`config.mk`:
```
export PLATFORM = sky130hd
export DESIGN_NAME = pc_target_table_flat
export DESIGN_NICKNAME = d
export VERILOG_FILES = /design/src/rtl/pc_target_table_pkg.sv /design/src/rtl/pc_target_table_if.sv /design/src/rtl/pc_target_resolve.sv /design/src/rtl/pc_target_table.sv /design/src/flat_wrapper.sv
export SDC_FILE = /design/constraint.sdc
export NUM_CORES = 1
export LEC_CHECK = 0
export ABC_CLOCK_PERIOD_IN_PS = 4350
export CORE_ASPECT_RATIO = 1.5
export CORE_MARGIN = 1.5
export CORE_UTILIZATION = 60
export DETAILED_ROUTE_END_ITERATION = 8
export DONT_BUFFER_PORTS = 1
export PLACE_DENSITY = 0.87
export SLEW_MARGIN = 25
export SYNTH_ARGS = -nofsm -noshare
export SYNTH_HDL_FRONTEND = slang
export SYNTH_SLANG_ARGS = --single-unit
```
`constraint.sdc`:
```
create_clock -name Clk -period 4.35 [get_ports Clk]
set_input_delay 1.0875 -clock Clk [delete_from_list [all_inputs] [get_ports Clk]]
set_output_delay 1.0875 -clock Clk [all_outputs]
set_load 0.1 [all_outputs]
```
`src/rtl/pc_target_table_pkg.sv`:
```
// Shared types and defaults for the banked branch-target table.
// Reused by the table top, its interface and the target resolver.
package pc_target_table_pkg;

  localparam int unsigned PC_W      = 12;
  localparam int unsigned IDX_W     = 4;
  localparam int unsigned NUM_ENT   = 32'(1) << IDX_W;
  localparam int unsigned BANKS_DEF = 4;

  // Bank-select width; at least one bit even for a single bank.
  function automatic int unsigned bank_sel_w(input int unsigned banks);
    return (banks > 1) ? unsigned'($clog2(banks)) : 1;
  endfunction

  typedef struct packed {
    logic            valid;
    logic            rel;
    logic [PC_W-1:0] data;
  } entry_t;

  typedef enum logic {
    ST_IDLE,
    ST_CLEAR
  } clr_state_e;

endpackage

```
`src/rtl/pc_target_table_if.sv`:
```
// Write / clear / lookup bus of the branch-target table.
interface pc_target_table_if
  import pc_target_table_pkg::*;
#(
  parameter int unsigned BANKS = BANKS_DEF
);

  localparam int unsigned BK_W = bank_sel_w(BANKS);

  logic             WrEn;
  logic [BK_W-1:0]  WrBank;
  logic [IDX_W-1:0] WrIdx;
  logic [PC_W-1:0]  WrData;
  logic             WrRel;
  logic             ClrReq;
  logic [BK_W-1:0]  ClrBank;
  logic             Busy;
  logic             LkReq;
  logic [BK_W-1:0]  LkBank;
  logic [IDX_W-1:0] LkIdx;
  logic [PC_W-1:0]  CurPC;
  logic             LkReady;
  logic             LkValid;
  logic             Hit;
  logic [PC_W-1:0]  Target;

  modport master (
    output WrEn, WrBank, WrIdx, WrData, WrRel, ClrReq, ClrBank,
    output LkReq, LkBank, LkIdx, CurPC,
    input  Busy, LkReady, LkValid, Hit, Target
  );

  modport slave (
    input  WrEn, WrBank, WrIdx, WrData, WrRel, ClrReq, ClrBank,
    input  LkReq, LkBank, LkIdx, CurPC,
    output Busy, LkReady, LkValid, Hit, Target
  );

endinterface

```
`src/rtl/pc_target_resolve.sv`:
```
// Combinational target resolution: absolute data, or PC plus signed offset
// wrapping modulo 2**PC_W. Invalid entries resolve to a miss with target 0.
module pc_target_resolve
  import pc_target_table_pkg::*;
(
  input  entry_t          entry_i,
  input  logic [PC_W-1:0] pc_i,
  output logic            hit_c_o,
  output logic [PC_W-1:0] target_c_o
);

  always_comb begin
    hit_c_o    = entry_i.valid;
    target_c_o = '0;
    if (entry_i.valid) begin
      target_c_o = entry_i.rel ? (pc_i + entry_i.data) : entry_i.data;
    end
  end

endmodule

```
`src/rtl/pc_target_table.sv`:
```
// Multi-bank writable branch-target table with 1-cycle registered lookup
// and a per-bank clear FSM that invalidates one entry per cycle.
module pc_target_table
  import pc_target_table_pkg::*;
#(
  parameter int unsigned BANKS = BANKS_DEF
)(
  input  logic               Clk,
  input  logic               Reset_n,
  pc_target_table_if.slave   bus
);

  localparam int unsigned      BK_W     = bank_sel_w(BANKS);
  localparam logic [IDX_W-1:0] LAST_IDX = '1;

  logic            valid_q [BANKS][NUM_ENT];
  logic [PC_W:0]   mem_q   [BANKS][NUM_ENT];

  clr_state_e       state_q, state_d;
  logic [BK_W-1:0]  clr_bank_q, clr_bank_d;
  logic [IDX_W-1:0] cnt_q, cnt_d;
  logic             busy_q, lk_ready_q, lk_valid_q, hit_q;
  logic [PC_W-1:0]  target_q;

  logic             wr_bank_ok, lk_bank_ok, clr_bank_ok;
  logic             wr_fire, lk_fire;
  entry_t           rd_entry;
  logic             hit_c;
  logic [PC_W-1:0]  target_c;

  // Range checks only exist when BANKS leaves unused bank codes.
  if (BANKS == (32'(1) << BK_W)) begin : g_full_banks
    assign wr_bank_ok  = 1'b1;
    assign lk_bank_ok  = 1'b1;
    assign clr_bank_ok = 1'b1;
  end else begin : g_partial_banks
    assign wr_bank_ok  = (bus.WrBank  < BK_W'(BANKS));
    assign lk_bank_ok  = (bus.LkBank  < BK_W'(BANKS));
    assign clr_bank_ok = (bus.ClrBank < BK_W'(BANKS));
  end

  assign wr_fire = bus.WrEn & wr_bank_ok & (state_q == ST_IDLE);
  assign lk_fire = bus.LkReq & lk_ready_q;

  always_comb begin
    state_d    = state_q;
    clr_bank_d = clr_bank_q;
    cnt_d      = cnt_q;
    case (state_q)
      ST_IDLE: begin
        if (bus.ClrReq && clr_bank_ok) begin
          state_d    = ST_CLEAR;
          clr_bank_d = bus.ClrBank;
          cnt_d      = '0;
        end
      end
      ST_CLEAR: begin
        cnt_d = cnt_q + IDX_W'(1);
        if (cnt_q == LAST_IDX) begin
          state_d = ST_IDLE;
        end
      end
      default: state_d = ST_IDLE;
    endcase
  end

  // Read-before-write: lookup sees the array contents before this edge.
  always_comb begin
    rd_entry = '0;
    if (lk_bank_ok) begin
      rd_entry.valid = valid_q[bus.LkBank][bus.LkIdx];
      rd_entry.rel   = mem_q[bus.LkBank][bus.LkIdx][PC_W];
      rd_entry.data  = mem_q[bus.LkBank][bus.LkIdx][PC_W-1:0];
    end
  end

  pc_target_resolve u_resolve (
    .entry_i    (rd_entry),
    .pc_i       (bus.CurPC),
    .hit_c_o    (hit_c),
    .target_c_o (target_c)
  );

  always_ff @(posedge Clk or negedge Reset_n) begin
    if (!Reset_n) begin
      state_q    <= ST_IDLE;
      clr_bank_q <= '0;
      cnt_q      <= '0;
      busy_q     <= 1'b0;
      lk_ready_q <= 1'b1;
      lk_valid_q <= 1'b0;
      hit_q      <= 1'b0;
      target_q   <= '0;
    end else begin
      state_q    <= state_d;
      clr_bank_q <= clr_bank_d;
      cnt_q      <= cnt_d;
      busy_q     <= (state_d == ST_CLEAR);
      lk_ready_q <= (state_d == ST_IDLE);
      lk_valid_q <= lk_fire;
      if (lk_fire) begin
        hit_q    <= hit_c;
        target_q <= target_c;
      end
    end
  end

  always_ff @(posedge Clk or negedge Reset_n) begin
    if (!Reset_n) begin
      for (int b = 0; b < int'(BANKS); b++) begin
        for (int i = 0; i < int'(NUM_ENT); i++) begin
          valid_q[b][i] <= 1'b0;
        end
      end
    end else begin
      if (wr_fire) begin
        valid_q[bus.WrBank][bus.WrIdx] <= 1'b1;
      end
      if (state_q == ST_CLEAR) begin
        valid_q[clr_bank_q][cnt_q] <= 1'b0;
      end
    end
  end

  // Entry payload carries no reset; the valid bit gates its use.
  always_ff @(posedge Clk) begin
    if (wr_fire) begin
      mem_q[bus.WrBank][bus.WrIdx] <= {bus.WrRel, bus.WrData};
    end
  end

  assign bus.Busy    = busy_q;
  assign bus.LkReady = lk_ready_q;
  assign bus.LkValid = lk_valid_q;
  assign bus.Hit     = hit_q;
  assign bus.Target  = target_q;

endmodule

```
`src/flat_wrapper.sv`:
```
// flat-port wrapper written by rule: the top's interface ports become plain ports
module pc_target_table_flat import pc_target_table_pkg::*;
#(
  parameter int unsigned BANKS = BANKS_DEF
)
  (Clk, Reset_n, bus_WrEn, bus_WrBank, bus_WrIdx, bus_WrData, bus_WrRel, bus_ClrReq, bus_ClrBank, bus_LkReq, bus_LkBank, bus_LkIdx, bus_CurPC, bus_Busy, bus_LkReady, bus_LkValid, bus_Hit, bus_Target);
  pc_target_table_if #(.BANKS(BANKS)) bus_i ();
  input  logic Clk;
  input  logic Reset_n;
  input wire logic [$bits(bus_i.WrEn)-1:0] bus_WrEn;
  input wire logic [$bits(bus_i.WrBank)-1:0] bus_WrBank;
  input wire logic [$bits(bus_i.WrIdx)-1:0] bus_WrIdx;
  input wire logic [$bits(bus_i.WrData)-1:0] bus_WrData;
  input wire logic [$bits(bus_i.WrRel)-1:0] bus_WrRel;
  input wire logic [$bits(bus_i.ClrReq)-1:0] bus_ClrReq;
  input wire logic [$bits(bus_i.ClrBank)-1:0] bus_ClrBank;
  input wire logic [$bits(bus_i.LkReq)-1:0] bus_LkReq;
  input wire logic [$bits(bus_i.LkBank)-1:0] bus_LkBank;
  input wire logic [$bits(bus_i.LkIdx)-1:0] bus_LkIdx;
  input wire logic [$bits(bus_i.CurPC)-1:0] bus_CurPC;
  output wire logic [$bits(bus_i.Busy)-1:0] bus_Busy;
  output wire logic [$bits(bus_i.LkReady)-1:0] bus_LkReady;
  output wire logic [$bits(bus_i.LkValid)-1:0] bus_LkValid;
  output wire logic [$bits(bus_i.Hit)-1:0] bus_Hit;
  output wire logic [$bits(bus_i.Target)-1:0] bus_Target;
  assign bus_i.WrEn = bus_WrEn;
  assign bus_i.WrBank = bus_WrBank;
  assign bus_i.WrIdx = bus_WrIdx;
  assign bus_i.WrData = bus_WrData;
  assign bus_i.WrRel = bus_WrRel;
  assign bus_i.ClrReq = bus_ClrReq;
  assign bus_i.ClrBank = bus_ClrBank;
  assign bus_i.LkReq = bus_LkReq;
  assign bus_i.LkBank = bus_LkBank;
  assign bus_i.LkIdx = bus_LkIdx;
  assign bus_i.CurPC = bus_CurPC;
  assign bus_Busy = bus_i.Busy;
  assign bus_LkReady = bus_i.LkReady;
  assign bus_LkValid = bus_i.LkValid;
  assign bus_Hit = bus_i.Hit;
  assign bus_Target = bus_i.Target;
  pc_target_table #(.BANKS(BANKS)) u_core (.Clk(Clk), .Reset_n(Reset_n), .bus(bus_i));
endmodule
```
* Yosys cells after proc, flatten, opt, wreduce, memory -nomap -nowiden
Memories as Yosys holds them, arrays and structs flattened. Index checks and enable logic that the tools add are counted.
Storage, ports and cells: ROM bits 0, memory bits (writable) 832, input port bits 44, memories kept 1, output and inout port bits 16, word-level logic and storage cells 134, register bits after elaboration 86, latch bits 0
Cells by class: add/sub/neg operators 2, bitwise operators 13, multiply operators 0, reductions and logical operators 5, equal/unequal tests 2, shift operators 0, $lt $le $gt $ge 10, muxes and demuxes 30, div/mod/pow operators 0
Memory list:
- u_core.mem_q | depth 4, width 208, rd ports 1, clocked after memory_dff 0, write ports 1, line pc_target_table.sv:17 | logic [PC_W:0] mem_q [BANKS][NUM_ENT];
Operators with widths (number):
- two-way mux 208 bit | 1
- two-way mux 64 bit | 2
- AND 64 bit | 1
- demux 16 bit (select 2 bit) | 2
- two-way mux 16 bit | 4
- inverter 64 bit | 1
- bitwise OR 64 bit | 1
- binary-select mux 13 bit (select 4 bit) | 1
- demux 13 bit (select 4 bit) | 1
- two-way mux 13 bit | 3
- binary-select mux 16 bit (select 2 bit) | 1
- two-way mux 12 bit | 2
- >= comparator 5 bit, second input constant | 3
- inverter 4 -> 5 bit | 3
- adder 12 bit | 1
- < comparator 5 x 1 -> 1 bit, second input constant | 2
- >= comparator 3 bit, second input constant | 3
- inverter 2 -> 3 bit | 3
- demux 1 bit (select 4 bit) | 2
- case mux 4 bit (2 select lines) | 1
- two-way mux 1 bit | 7
- < comparator 3 x 1 -> 1 bit, second input constant | 2
- adder 4 x 1 -> 4 bit, second input constant | 1
- binary-select mux 1 bit (select 4 bit) | 1
- 8 further kinds | 13

* Depth between registers and ports, before layout
word-level depth 11, mapped depth 19, mapped depth without buffers 15

* Modules after synthesis
From an unflattened synthesis, not the netlist that was laid out.
Unflattened totals: cells, all modules 1793, area, all modules 36492.5 um2
By module, submodules not included:
- pc_target_table | times used 1, cells each 1692, area each 35776.8 um2, sequential area each 27137.3 um2
- pc_target_resolve | times used 1, cells each 101, area each 715.7 um2, sequential area each 0.0 um2

* Worst setup path after synthesis
OpenSTA, ideal clock, no wires.
path type input to register, start point input port bus_LkBank[1], end point register u_core.target_q[10] (netlist: u_core.bus.Target[10]), buffers on the path 4, arrival 4.762 ns, library setup time 0.125 ns, data required time 4.225 ns, stages on the path 19, slack -0.537 ns, cells stage by stage buf_2 > buf_4 > clkbuf_1 > buf_1 > mux4_2 > mux4_2 > a22oi_1 > nand2_1 > ha_1 > inv_1 > fa_1 > inv_1 > a21o_1 > a21oi_1 > o211ai_1 > and3_1 > o31a_1 > a31oi_1 > o21ai_1
On the way: cells in the longest elaborated chain, start to end 8
Ends and longest elaborated chain:
- from (decl) | line flat_wrapper.sv:18 | input wire logic [$bits(bus_i.LkBank)-1:0] bus_LkBank;
- parallel branches: the longest is 7 deep, another holds memory (4 x 208 bit)
- two-way mux 12 bit (*) | line pc_target_resolve.sv:15 | if (entry_i.valid) begin
- to (signal assigned) | line pc_target_table.sv:103 | target_q <= target_c;
- to (decl) | line pc_target_table.sv:23 | logic [PC_W-1:0] target_q;
Every way passes the cells marked *. The select of a mux whose other input is x is not followed. A chain may end at the register's enable or synchronous reset.

* Worst setup path in the final report
start point input port bus_LkBank[0], end point register u_core.target_q[11] (netlist: u_core.bus.Target[11])
The elaborated chain is that of the path after synthesis.

==> run summary <==
Post-CTS setup buffers: 0
GRT Util Overall: 30.3%
Core ar.: 59900 µm²
Syn Area/Cell: 21.7 µm²
Final setup skew: 0.0227 ns
Routed wire length per instance: 34.8 µm
Die Height: 304 µm
Final Hold Slack: 0.161 ns
Total CTS buffers: 78
Fraction of layout cells with a size suffix above 1: 26.8%
Vias per cell: 7.11
Yosys warnings: 0
DR pass1 iterations: 5
CTS tree: built
Worst Path Required: 4.89 ns
Relative slew slack: 27.3%
Initial core utilization: 60.6%
Register area share after synthesis: 74.8%
Max Freq: 245 MHz
Vias after detailed routing: 18500
Main combinational cell family by area after synthesis: multiplexers
Initial DRC Count: 2527
Placed wire-length estimate: 48.9 mm
Hold Path Class: input pin to async pin
CP Capture Type: flip-flop
Final setup viols: 0
Power Total: 18.6 mW
Die span in x: 204 µm
Mapped Area: 36300 µm²
I/O pins: 60
Post-Synth Adder-Cell Area: 0.572%
Post-synth EDFFs: 832
Synth Register Bits: 918
Pleak: 13.0 nW
CTS Buffer Depth: 3
Util after Layout: 66.7%
Post-synthesis compound-gate area fraction: 2.96%
Slew @ Worst Pin: 1.09 ns
Area contributors post-synth: edfxtp_1 (69%), mux4_2 (17%), dfrtp_1 (5.9%), o22a_1 (1.5%), nor2_1 (0.85%)
Drt drc: 0
Synth Instances: 1669
Row count: 110
GRT overflow: 0
Antenna viol nets, final: 0
Ys async rst share: 9.37%
Worst-Skew Late Latency: 0.62 ns
Yosys cell types: 53
Final TNS setup: 0 ns
Root buf cell: clkbuf_16
CP startpoint kind: input pin
CP Max Fanout: 216
Worst vdd ir: 0.000379 V
Routability congestion estimate: 0.860
Arrival time at the worst endpoint: 4.63 ns
# hold bufs at CTS: 0
Simple-gate portion of the synthesized area: 2.33%
Post-synthesis mux area share: 17.6%
RSZ-0062 raised after global routing: false
First-pass GRT wire length: 132 mm
P&R area growth vs syn: 9.97%
Maxcap violations: 0
Synth area leader: edfxtp_1
# fillers: 3445
CP Class: input pin to flip-flop
Outcome: finished clean
Predominant post-synthesis flop cell: edfxtp_1
Number of port buffers: 0
Period minus WS final: 4.09 ns
CTS clk-pin slew, worst paths: 0.07 ns
Pin count of the biggest net entering global routing: 217
Placement-stage worst setup slack: -0.132 ns
Period utilisation layout: 94.0%
Max-slew violation count: 0
CTS sink count: 918
Pwr Density: 466 nW/µm²
Syn Nets: 1729
Reg2reg setup slack: 0.57 ns
Die ar.: 62000 µm²
XOR/XNOR Fraction of Synth Area: 0.193%
Fin. Hold Viols: 0
H-tree depth: 3
Final wirelength: 90.6 mm
Worst setup margin: 0.262 ns
Layout Nets: 1812
Number of global-route vias before repair: 19000
Initial antenna violation count: 7
Share of the synthesized area in the top cell type: 68.8%
Post_cts resized: 0
[report_power, final]
| group | internal, mW | switching [mW] | total (mW) |
|---|---|---|---|
| combinational | 0.603 | 0.774 | 1.38 |
| sequential | 9.81 | 0.524 | 10.3 |
| clock | 3.80 | 3.09 | 6.90 |
[layout make-up]
type / count / area, µm² / area share [%]
sequential: 918 / 27100 / 68.0
multi-input combinational: 653 / 8610 / 21.6
tap: 784 / 981 / 2.46
timing repair buffer: 90 / 676 / 1.69
clock inverter: 36 / 333 / 0.834
antenna: 5 / 12.5 / 0.0313
inverter: 11 / 41.3 / 0.103
clock buffer: 105 / 2130 / 5.33
[final timing paths]
check	start	endpoint	cells past startpoint
min	Reset_n	u_core.bus.Target[2]	0
max reg2reg	u_core.mem_q[3][92]	u_core.bus.Target[11]	14
min in group Clk	u_core.valid_q[63]	u_core.valid_q[63]	1
min reg2reg	u_core.valid_q[63]	u_core.valid_q[63]	1
max in group asynchronous	Reset_n	u_core.bus.LkReady	0
max	bus_LkBank[0]	u_core.bus.Target[11]	13
[state kept, by name, summed over array words and instances, names as in the netlist]
name,flops
u_core.bus.LkReady,1
u_core.bus.Hit,1
u_core.clr_bank_q,2
u_core.mem_q,832
u_core.cnt_q,4
u_core.bus.LkValid,1
u_core.state_q,1
u_core.valid_q,64
u_core.bus.Target,12
[synthesized netlist by cell type (2+ instances only)]
master	number
ha_1	15
buf_4	6
o21ai_1	13
mux2i_1	19
buf_6	18
nand4_1	2
nand3b_1	2
inv_1	10
o211ai_1	4
buf_2	12
a22oi_1	20
buf_8	3
a2111oi_0	2
mux4_2	273
dfrtp_1	85
edfxtp_1	832
a21oi_1	12
a21o_1	3
nor2b_1	12
nor3_1	8
and3b_1	2
buf_1	7
o21ai_0	4
nand2_1	62
nor3b_1	2
nand3_1	12
and3_1	5
a211oi_1	5
a22o_1	2
clkbuf_1	41
nand2b_1	2
o21a_1	2
o32a_1	2
a22oi_2	2
xnor2_1	7
mux2_2	2
a31oi_1	2
nor2_1	82
o22a_1	61
[stage by stage]
stage                     cell area, µm²  cells
after floorplan                    36500   1669
after global placement             37400   2456
after detailed placement           37400   2456
after CTS                          39900   2597
after global routing               39900   2597
final                              39900   2602
[cells by family after synthesis]
| kind of cell | Yosys count |
|---|---|
| DFF | 918 |
| muxes | 295 |
| and+or+nand+nor | 195 |
| AOI/OAI and AO/OA | 139 |
| buffers and inverters | 98 |
| adders and majority gates | 16 |
| xor gates and xnor gates | 8 |
[critical path: stages]
cell	delay (ns)
mux4_2	0.60
mux4_2	0.51
a22oi_1	0.28
nand2_1	0.28
ha_1	0.40
o21ai_0	0.17
nor2_1	0.08
o211ai_1	0.22
nand3_1	0.12
a21oi_1	0.15
and3b_1	0.20
xor2_1	0.16
o21ai_1	0.14
[per-layer routing]
| metal | vias up | routed length (µm) | track usage [%] |
|---|---|---|---|
| li1 | 7163 | - | - |
| met4 | 4 | 7060 | 19.5 |
| met5 | - | 28 | 0 |
| met2 | 1448 | 45300 | 49.5 |
| met3 | 384 | 9600 | 6.96 |
| met1 | 9505 | 28600 | 36.4 |
[placed cells by master, fill, tap and decap left out, types with 10 or more instances in the layout]
master / instances
clkinv_1: 10
ha_1: 14
nand3_1: 12
mux4_2: 273
nor2b_1: 12
clkbuf_1: 20
nor2_1: 82
nand2_1: 62
buf_4: 90
edfxtp_1: 832
a21oi_1: 11
inv_1: 10
o21ai_1: 13
mux2i_1: 19
a22oi_1: 20
o22a_1: 61
clkinv_2: 15
clkbuf_16: 79
dfrtp_1: 85
No activity file was read; power rests on OpenSTA's default activity.
